--- config.mk ---
export PLATFORM = sky130hd
export DESIGN_NAME = fifo_rd_arbiter
export DESIGN_NICKNAME = d
export VERILOG_FILES = /design/src/rtl/fifo_rd_arbiter.sv
export SDC_FILE = /design/constraint.sdc
export NUM_CORES = 1
export LEC_CHECK = 0
export CAP_MARGIN = 20
export CELL_PAD_IN_SITES_DETAIL_PLACEMENT = 0
export CELL_PAD_IN_SITES_GLOBAL_PLACEMENT = 1
export CORE_UTILIZATION = 30
export CTS_CLUSTER_DIAMETER = 40
export DETAILED_ROUTE_END_ITERATION = 16
export PLACE_DENSITY = 0.81
export SYNTH_ARGS = -nofsm -noshare
export SYNTH_HDL_FRONTEND = slang
export SYNTH_SLANG_ARGS = --single-unit
--- constraint.sdc ---
create_clock -name clk -period 2.65 [get_ports clk]
set_input_delay 0.53 -clock clk [delete_from_list [all_inputs] [get_ports clk]]
set_output_delay 0.53 -clock clk [all_outputs]
set_load 0.005 [all_outputs]
--- src/rtl/fifo_rd_arbiter.sv ---
// Read-side arbiter draining four upstream FIFOs into one downstream FIFO, one pop at a time.
// Default selection is round-robin; define ARB_FIXED_PRIORITY_EN for fixed priority (FIFO0 first).
module fifo_rd_arbiter #(
    parameter int unsigned WORD_SIZE = 10,
    parameter int unsigned NUM_FIFOS = 4
) (
    input  logic                           clk,
    input  logic                           reset_L,
    input  logic [NUM_FIFOS-1:0]           fifo_empty,
    input  logic [NUM_FIFOS*WORD_SIZE-1:0] fifo_data,
    input  logic                           down_almost_full,
    output logic [NUM_FIFOS-1:0]           fifo_rd_en,
    output logic [WORD_SIZE-1:0]           data_out,
    output logic                           valid_out,
    output logic [1:0]                     src_out,
    output logic [7:0]                     pop_count
);

    typedef enum logic [1:0] {
        StIdle,
        StPop,
        StHold
    } state_e;

    state_e                 state_q, state_d;
    logic [1:0]             grant_q, grant_d;
    logic [NUM_FIFOS-1:0]   rd_en_q, rd_en_d;
    logic [WORD_SIZE-1:0]   data_q, data_d;
    logic                   valid_q, valid_d;
    logic [1:0]             src_q, src_d;
    logic [7:0]             count_q, count_d;

    logic [NUM_FIFOS-1:0]   excl;
    logic [NUM_FIFOS-1:0]   elig;
    logic                   pick_valid;
    logic [1:0]             pick_idx;

    // Only the FIFO popped in the cycle just before HOLD is excluded; its empty flag lags.
    always_comb begin
        excl = '0;
        if (state_q == StHold) begin
            excl[grant_q] = 1'b1;
        end
        elig = ~fifo_empty & ~excl & {NUM_FIFOS{~down_almost_full}};
    end

`ifdef ARB_FIXED_PRIORITY_EN
    always_comb begin
        pick_valid = |elig;
        pick_idx   = '0;
        for (int i = NUM_FIFOS - 1; i >= 0; i--) begin
            if (elig[i]) begin
                pick_idx = 2'(i);
            end
        end
    end
`else
    // Walk candidates farthest-first so the nearest one after the last grant wins.
    always_comb begin
        pick_valid = |elig;
        pick_idx   = '0;
        for (int k = NUM_FIFOS - 1; k >= 0; k--) begin
            if (elig[grant_q + 2'(k + 1)]) begin
                pick_idx = grant_q + 2'(k + 1);
            end
        end
    end
`endif

    always_comb begin
        state_d = state_q;
        grant_d = grant_q;
        rd_en_d = '0;
        data_d  = data_q;
        valid_d = 1'b0;
        src_d   = src_q;
        count_d = count_q;

        unique case (state_q)
            StIdle: begin
                if (pick_valid) begin
                    state_d = StPop;
                    grant_d = pick_idx;
                    rd_en_d = {{(NUM_FIFOS-1){1'b0}}, 1'b1} << pick_idx;
                end
            end
            StPop: begin
                state_d = StHold;
                count_d = count_q + 8'd1;
            end
            StHold: begin
                data_d  = fifo_data[int'(grant_q) * WORD_SIZE +: WORD_SIZE];
                src_d   = grant_q;
                valid_d = 1'b1;
                if (pick_valid) begin
                    state_d = StPop;
                    grant_d = pick_idx;
                    rd_en_d = {{(NUM_FIFOS-1){1'b0}}, 1'b1} << pick_idx;
                end else begin
                    state_d = StIdle;
                end
            end
            default: begin
                state_d = StIdle;
            end
        endcase
    end

    always_ff @(posedge clk) begin
        if (!reset_L) begin
            state_q <= StIdle;
            grant_q <= 2'd3;
            rd_en_q <= '0;
            data_q  <= '0;
            valid_q <= 1'b0;
            src_q   <= '0;
            count_q <= '0;
        end else begin
            state_q <= state_d;
            grant_q <= grant_d;
            rd_en_q <= rd_en_d;
            data_q  <= data_d;
            valid_q <= valid_d;
            src_q   <= src_d;
            count_q <= count_d;
        end
    end

    assign fifo_rd_en = rd_en_q;
    assign data_out   = data_q;
    assign valid_out  = valid_q;
    assign src_out    = src_q;
    assign pop_count  = count_q;

    a_rd_en_onehot0: assert property (@(posedge clk) $onehot0(rd_en_q));
    a_rd_en_in_pop:  assert property (@(posedge clk) (rd_en_q != '0) == (state_q == StPop));

endmodule

==> flow_metrics.tcl, run 1 <==
set metrics [dict create \
    fin_crit_ns 2.17 \
    drtPass1Iterations 4 \
    reg2reg_depth 7 \
    vdd_drop_max_mv 0.305 \
    cp_num_cells 7 \
    fmax_mhz 460 \
    grt_usage 0.154 \
    antenna_found_initial 0 \
    slew_violations 0 \
    path_class "reg2reg" \
    gp_congestion 0.882 \
    drc 0 \
    postRouteAntennaNets 0 \
    final_common_cell "clkdlybuf4s50_1" \
    cp_slowest_stage_delay_ns 0.43 \
    drtIter0Drc 140 \
    cts_resized 0 \
    clock_sinks 29 \
    register_area_um2 581 \
    dieArea_um2 5830 \
    critPathLaunchType "flip-flop" \
    cp_top_family "compound AO/OA/AOI/OAI gates" \
    layout_common_cells "71 x clkdlybuf4s50_1, 29 x nand2_1, 29 x dfxtp_1, 14 x a21oi_1, 11 x nor2_1" \
    die_x_um 76.3 \
    ios 72 \
    synth.avg_cell_area_um2 9.47 \
    fillers 495 \
    antenna_cells 0 \
    p_total_uw 1320 \
    async_flop_share 0 \
    hold_depth 2 \
    wl_per_cell_um 13.2 \
    grt_pass1_vias 1491 \
    vias 1560 \
    die_h_um 76.3 \
    crit_start "grant_q[0]$_SDFFE_PN1P_" \
    period_share 0.820 \
    routed_wl_um 4160 \
    ys_types 48 \
    worstHoldStart "src_out[0]$_SDFFE_PN0P_" \
    h-tree-depth 2 \
    slowest_stage "a211oi_2" \
    grt_max_degree 23 \
    io_buffers 71 \
    syn_to_final_growth_pct 53.5 \
    final.setup_skew_ns 0.00186 \
    rows 26 \
    synth_nets 227 \
    max-clock-path-buffers 2 \
    maxCapViolCount 0 \
    cts_root_buffer "clkbuf_8" \
    mappedNetlistArea_um2 1660 \
    viasPerCell 4.94 \
    yosysSeqAreaShare 0.350 \
    relSlewSlack 0.656 \
    dp_hpwl_um 3090 \
    critical_path_buf_inv_count 1 \
    clock_latency_ns 0.27 \
    path_cells "buf_4 > ha_1 > nand3b_1 > a22oi_1 > a221oi_1 > a211oi_2 > o211a_1" \
    drive_gt1_frac 0.118 \
    multi_input_area_um2 1010 \
    synthCells 175 \
    core_area_um2 5200 \
    rsz0062_at_grt "false" \
    cts_buffers 5 \
    end_kind "flip-flop" \
    start_util 0.319 \
    design_area_um2 2540 \
    synth_flop_cell "dfxtp_1" \
    p_per_area_nw_per_um2 519 \
    grt_pass1_wl_um 7130 \
    nets 297 \
    ys_ff_latch 29 \
    synth-edff-count 0 \
    run_status "completed" \
    cp.arrival_ns 2.39 \
    path_max_fanout 21 \
    reg2reg_from "grant_q[0]$_SDFFE_PN1P_" \
    dpl_cell_area_um2 2430 \
    leakagePower_uw 0.000958 \
    grt.overflow.total 0 \
    hold_viol_final 0 \
    cts_hold_buf 0 \
    setup_viol 0 \
    yosys_warnings 0 \
    cts_tree "built" \
    worst_pin_slew_ns 0.516 \
    hp-class "reg2reg" \
    clk_pin_slew_worst_paths_ns 0.06 \
    fin_tns_setup_ns 0 \
    critical_path_required_ns 2.87 \
    postCtsSetupRepairBufs 0 \
]
layer usage:
metal	track usage	routed length, µm
met5	0	0
met4	0.0346	22
met3	0.0539	331
met2	0.228	1830
met1	0.214	1980
synthesized netlist by cell type (2+ instances only):
| cell type | instances | area, µm² |
|---|---|---|
| and3b_1 | 2 | 17.5 |
| nand2_1 | 29 | 109 |
| o21ai_0 | 3 | 15.0 |
| clkbuf_1 | 8 | 30.0 |
| a21oi_1 | 14 | 70.1 |
| and3_1 | 3 | 18.8 |
| dfxtp_1 | 29 | 581 |
| nor4_2 | 2 | 25.0 |
| mux4_2 | 10 | 225 |
| ha_1 | 5 | 62.6 |
| xnor2_1 | 2 | 17.5 |
| nand3b_1 | 2 | 15.0 |
| mux2i_1 | 2 | 20.0 |
| inv_1 | 4 | 15.0 |
| xor2_1 | 5 | 43.8 |
| and2_1 | 3 | 18.8 |
| nor2_1 | 11 | 41.3 |
| or2_1 | 2 | 12.5 |
| o21ai_1 | 2 | 10.0 |
| nand3_1 | 4 | 20.0 |
| o211a_1 | 3 | 30.0 |
| nor3_1 | 4 | 20.0 |
cell families after synthesis:
group / Yosys count / share of synthesized area
xor+xnor: 7 / 0.0370
fa+ha+maj: 5 / 0.0377
buf+inv: 16 / 0.0415
flops: 29 / 0.350
simple gates: 70 / 0.214
compound gates: 36 / 0.171
mux: 12 / 0.148
stage by stage:
stage,std cells,utilization,hold slack [ns],setup slack (ns)
after floorplan,175,-,0.453,0.375
final,316,0.489,0.453,0.478
after detailed placement,308,0.467,0.448,0.239
after global placement,308,0.467,0.440,0.290
after global routing,316,0.489,0.471,0.234
after CTS,316,0.489,0.457,0.453
flip-flops by register name, summed over array words and instances (netlist names):
register    count
fifo_rd_en      4
pop_count       8
src_out         2
state_q         2
data_out       10
valid_out       1
grant_q         2
cell type report:
cell class	instances	area share
multi-input combinational	130	0.396
timing repair buffer	74	0.288
sequential	29	0.228
tap	70	0.0344
clock buffer	7	0.0339
clock inverter	1	0.0118
inverter	5	0.00737
power by group:
group	internal [µW]	switching [µW]	total, µW
combinational	210	169	379
clock	306	159	465
sequential	461	15.9	477
path summary, 6_finish.rpt:
check	endpoint	slack [ns]
setup / recovery	fifo_rd_en[0]$_SDFF_PP0_	0.48
setup reg to reg	fifo_rd_en[0]$_SDFF_PP0_	0.48
hold reg to reg	src_out[0]$_SDFFE_PN0P_	0.45
hold / removal	src_out[0]$_SDFFE_PN0P_	0.45
worst register-to-register path, delay by kind of cell, from the launching register on:
family / cells / cell delay (ns)
compound gates: 4 / 1.08
flops: 1 / 0.33
buf+inv: 1 / 0.31
fa+ha+maj: 1 / 0.21
simple gates: 1 / 0.19
No activity file was read; power rests on OpenSTA's default activity.
==> inputs of run 2 (changes only) <==
--- a/config.mk
+++ b/config.mk
@@ -8,10 +8,10 @@
 export CAP_MARGIN = 20
 export CELL_PAD_IN_SITES_DETAIL_PLACEMENT = 0
 export CELL_PAD_IN_SITES_GLOBAL_PLACEMENT = 1
-export CORE_UTILIZATION = 30
+export CORE_UTILIZATION = 28
 export CTS_CLUSTER_DIAMETER = 40
 export DETAILED_ROUTE_END_ITERATION = 16
-export PLACE_DENSITY = 0.81
+export PLACE_DENSITY = 0.79
 export SYNTH_ARGS = -nofsm -noshare
 export SYNTH_HDL_FRONTEND = slang
 export SYNTH_SLANG_ARGS = --single-unit
==> constraint.sdc (replaced) <==
create_clock -name clk -period 1.81 [get_ports clk]
set_input_delay 0.362 -clock clk [delete_from_list [all_inputs] [get_ports clk]]
set_output_delay 0.362 -clock clk [all_outputs]
set_load 0.005 [all_outputs]
==> run 2 against run 1 <==
  * First-iteration DRC count down 71%
  * Flip-flop and latch count unchanged
  * Global-route usage down 0.44 points
  * Sequential power up 48%
  * Critical endpoint unchanged
  * Clock skew up 0.0027 ns
  * Non-clock buffer count up 19
  * Power up 46%
  * The run now ends with setup timing left
==> flow_metrics.tcl, run 2 (synthesis results as in run 1) <==
set metrics [dict create \
    run_status "finished, violations left" \
    violations "setup timing" \
    rows 27 \
    antenna_found_initial 0 \
    antenna_cells 0 \
    multi_input_area_um2 1110 \
    hold_ws_ns 0.452 \
    hp-class "reg2reg" \
    gp_congestion 0.832 \
    vdd_drop_max_mv 0.277 \
    fin_crit_ns 1.89 \
    critical_path_required_ns 2.04 \
    drive_gt1_frac 0.253 \
    drc 0 \
    r2r_end "fifo_rd_en[0]$_SDFF_PP0_" \
    period_share 1.04 \
    clk_pin_slew_worst_paths_ns 0.07 \
    hold_depth 2 \
    largest_register_ffs 10 \
    io_buffers 71 \
    grt_usage 0.149 \
    dieArea_um2 6230 \
    grt.overflow.total 0 \
    fillers 547 \
    cts_buffers 5 \
    p_sw_uw 576 \
    path_cells "inv_6 > ha_4 > buf_6 > and2_4 > o32ai_4 > a21oi_2 > a211oi_4 > o211a_1" \
    reg2reg_depth 8 \
    relSlewSlack 0.662 \
    max-clock-path-buffers 2 \
    worst_slack_ns -0.0805 \
    dp_hpwl_um 3310 \
    die_h_um 78.9 \
    hold_viol_final 0 \
    slowest_stage "a211oi_4" \
    vias 1615 \
    routed_wl_um 4550 \
    ios 72 \
    viasPerCell 4.79 \
    register_area_um2 588 \
    p_comb_frac 0.368 \
    grt_pass1_wl_um 7290 \
    leakagePower_uw 0.00106 \
    maxCapViolCount 0 \
    final_cells 337 \
    cp_num_cells 8 \
    end_kind "flip-flop" \
    clock_latency_ns 0.28 \
    cts_tree "built" \
    p_per_area_nw_per_um2 694 \
    h-tree-depth 2 \
    drtIter0Drc 41 \
    critical_path_buf_inv_count 2 \
    path_max_fanout 5 \
    cts_hold_buf 0 \
    pwr-share-clk 0.265 \
    postRouteAntennaNets 0 \
    rrSetupSlack_ns -0.08 \
    worst_pin_slew_ns 0.506 \
    placed_cells 325 \
    cp_slowest_stage_delay_ns 0.39 \
    grt_max_degree 23 \
    min_to "data_out[2]$_SDFFE_PN0P_" \
    switching_share 0.299 \
    wl_per_cell_um 13.5 \
    critPathLaunchType "flip-flop" \
    worstHoldStart "data_out[2]$_SDFFE_PN0P_" \
    cp.arrival_ns 2.12 \
    rsz0062_at_grt "true" \
    die_x_um 78.9 \
    drtPass1Iterations 6 \
    slew_violations 0 \
    layout_common_cells "70 x clkdlybuf4s50_1, 29 x nand2_1, 27 x dfxtp_1, 21 x buf_4, 13 x a21oi_1" \
    reg2reg_from "grant_q[0]$_SDFFE_PN1P_" \
    cp_top_family "compound AO/OA/AOI/OAI gates" \
    nets 316 \
    grt_pass1_vias 1627 \
    setup_viol 6 \
    final.setup_skew_ns 0.00457 \
    p_int_uw 1350 \
    final_common_cell "clkdlybuf4s50_1" \
    clock_sinks 29 \
    core_area_um2 5610 \
    path_class "reg2reg" \
    fmax_mhz 529 \
    syn_to_final_growth_pct 67.6 \
    cts_root_buffer "clkbuf_8" \
    start_util 0.296 \
    seq_power_share 0.367 \
]
## run 2: cell count changes in the layout (fill, tap and decap cells not counted), sizes merged
cell,previous run,this run
buf,3,22
bufinv,1,0
clkbuf,7,5
clkdlybuf4s50,71,70
clkinv,0,2
clkinvlp,0,1
dlymetal6s2s,0,1
## run 2: worst max-delay path by stage
| stage | slack (ns) | endpoint | startpoint |
|---|---|---|---|
| floorplan | -0.11 | grant_q[0]$_SDFFE_PN1P_ | grant_q[0]$_SDFFE_PN1P_ |
| global placement | -0.33 | fifo_rd_en[0]$_SDFF_PP0_ | down_almost_full |
| detailed placement | -0.38 | fifo_rd_en[1]$_SDFF_PP0_ | down_almost_full |
| CTS | -0.007 | fifo_rd_en[1]$_SDFF_PP0_ | grant_q[1]$_SDFFE_PN1P_ |
| global route | -0.14 | fifo_rd_en[1]$_SDFF_PP0_ | grant_q[1]$_SDFFE_PN1P_ |
| finish | -0.08 | fifo_rd_en[0]$_SDFF_PP0_ | grant_q[0]$_SDFFE_PN1P_ |
## run 2: power groups by stage
stage / combinational (µW) / sequential [µW] / clock, µW
2_1_floorplan: 379 / 718 / 0
3_3_place_gp: 638 / 724 / 0
3_5_place_dp: 641 / 724 / 0
4_1_cts: 663 / 709 / 530
5_1_grt: 770 / 713 / 556
6_report: 710 / 708 / 512
## run 2: final cells by class
| class | count | area share |
|---|---|---|
| sequential | 29 | 0.212 |
| clock inverter | 3 | 0.00630 |
| multi-input combinational | 130 | 0.398 |
| timing repair buffer | 93 | 0.317 |
| clock buffer | 5 | 0.0248 |
| tap | 72 | 0.0324 |
| inverter | 5 | 0.00946 |
## run 2: layer usage
layer,GRT usage,up-vias,wire length [µm]
li1,-,807,-
met3,0.0425,5,379
met5,0,-,0
met2,0.259,58,2120
met4,0.0545,0,47
met1,0.174,745,2000
## run 2: worst reg2reg max path, delay by kind of cell, from the launching register on
kind                       cells  cell delay (ns)
AOI/OAI and AO/OA              4             0.90
adders and majority gates      1             0.25
buffers and inverters          2             0.16
DFF                            1             0.38
and+or+nand+nor                1             0.15
## run 2: repair_timing
action	4_1_cts	5_1_grt
resized for setup	8	13
endpoints found under the setup margin	6	6
pin swaps	1	2
setup buffers	3	2
## run 2: per-stage QoR
stage / cell area (µm²) / power (µW) / setup WS, ns / util / TNS (ns)
6_report: 2780 / 1930 / -0.0805 / 0.496 / -0.375
3_3_place_gp: 2570 / 1360 / -0.328 / 0.459 / -1.96
3_5_place_dp: 2570 / 1360 / -0.378 / 0.459 / -2.19
2_1_floorplan: 1720 / 1100 / -0.115 / - / -0.530
5_1_grt: 2780 / 2040 / -0.143 / 0.496 / -0.765
4_1_cts: 2700 / 1900 / -0.00659 / 0.482 / -0.0114
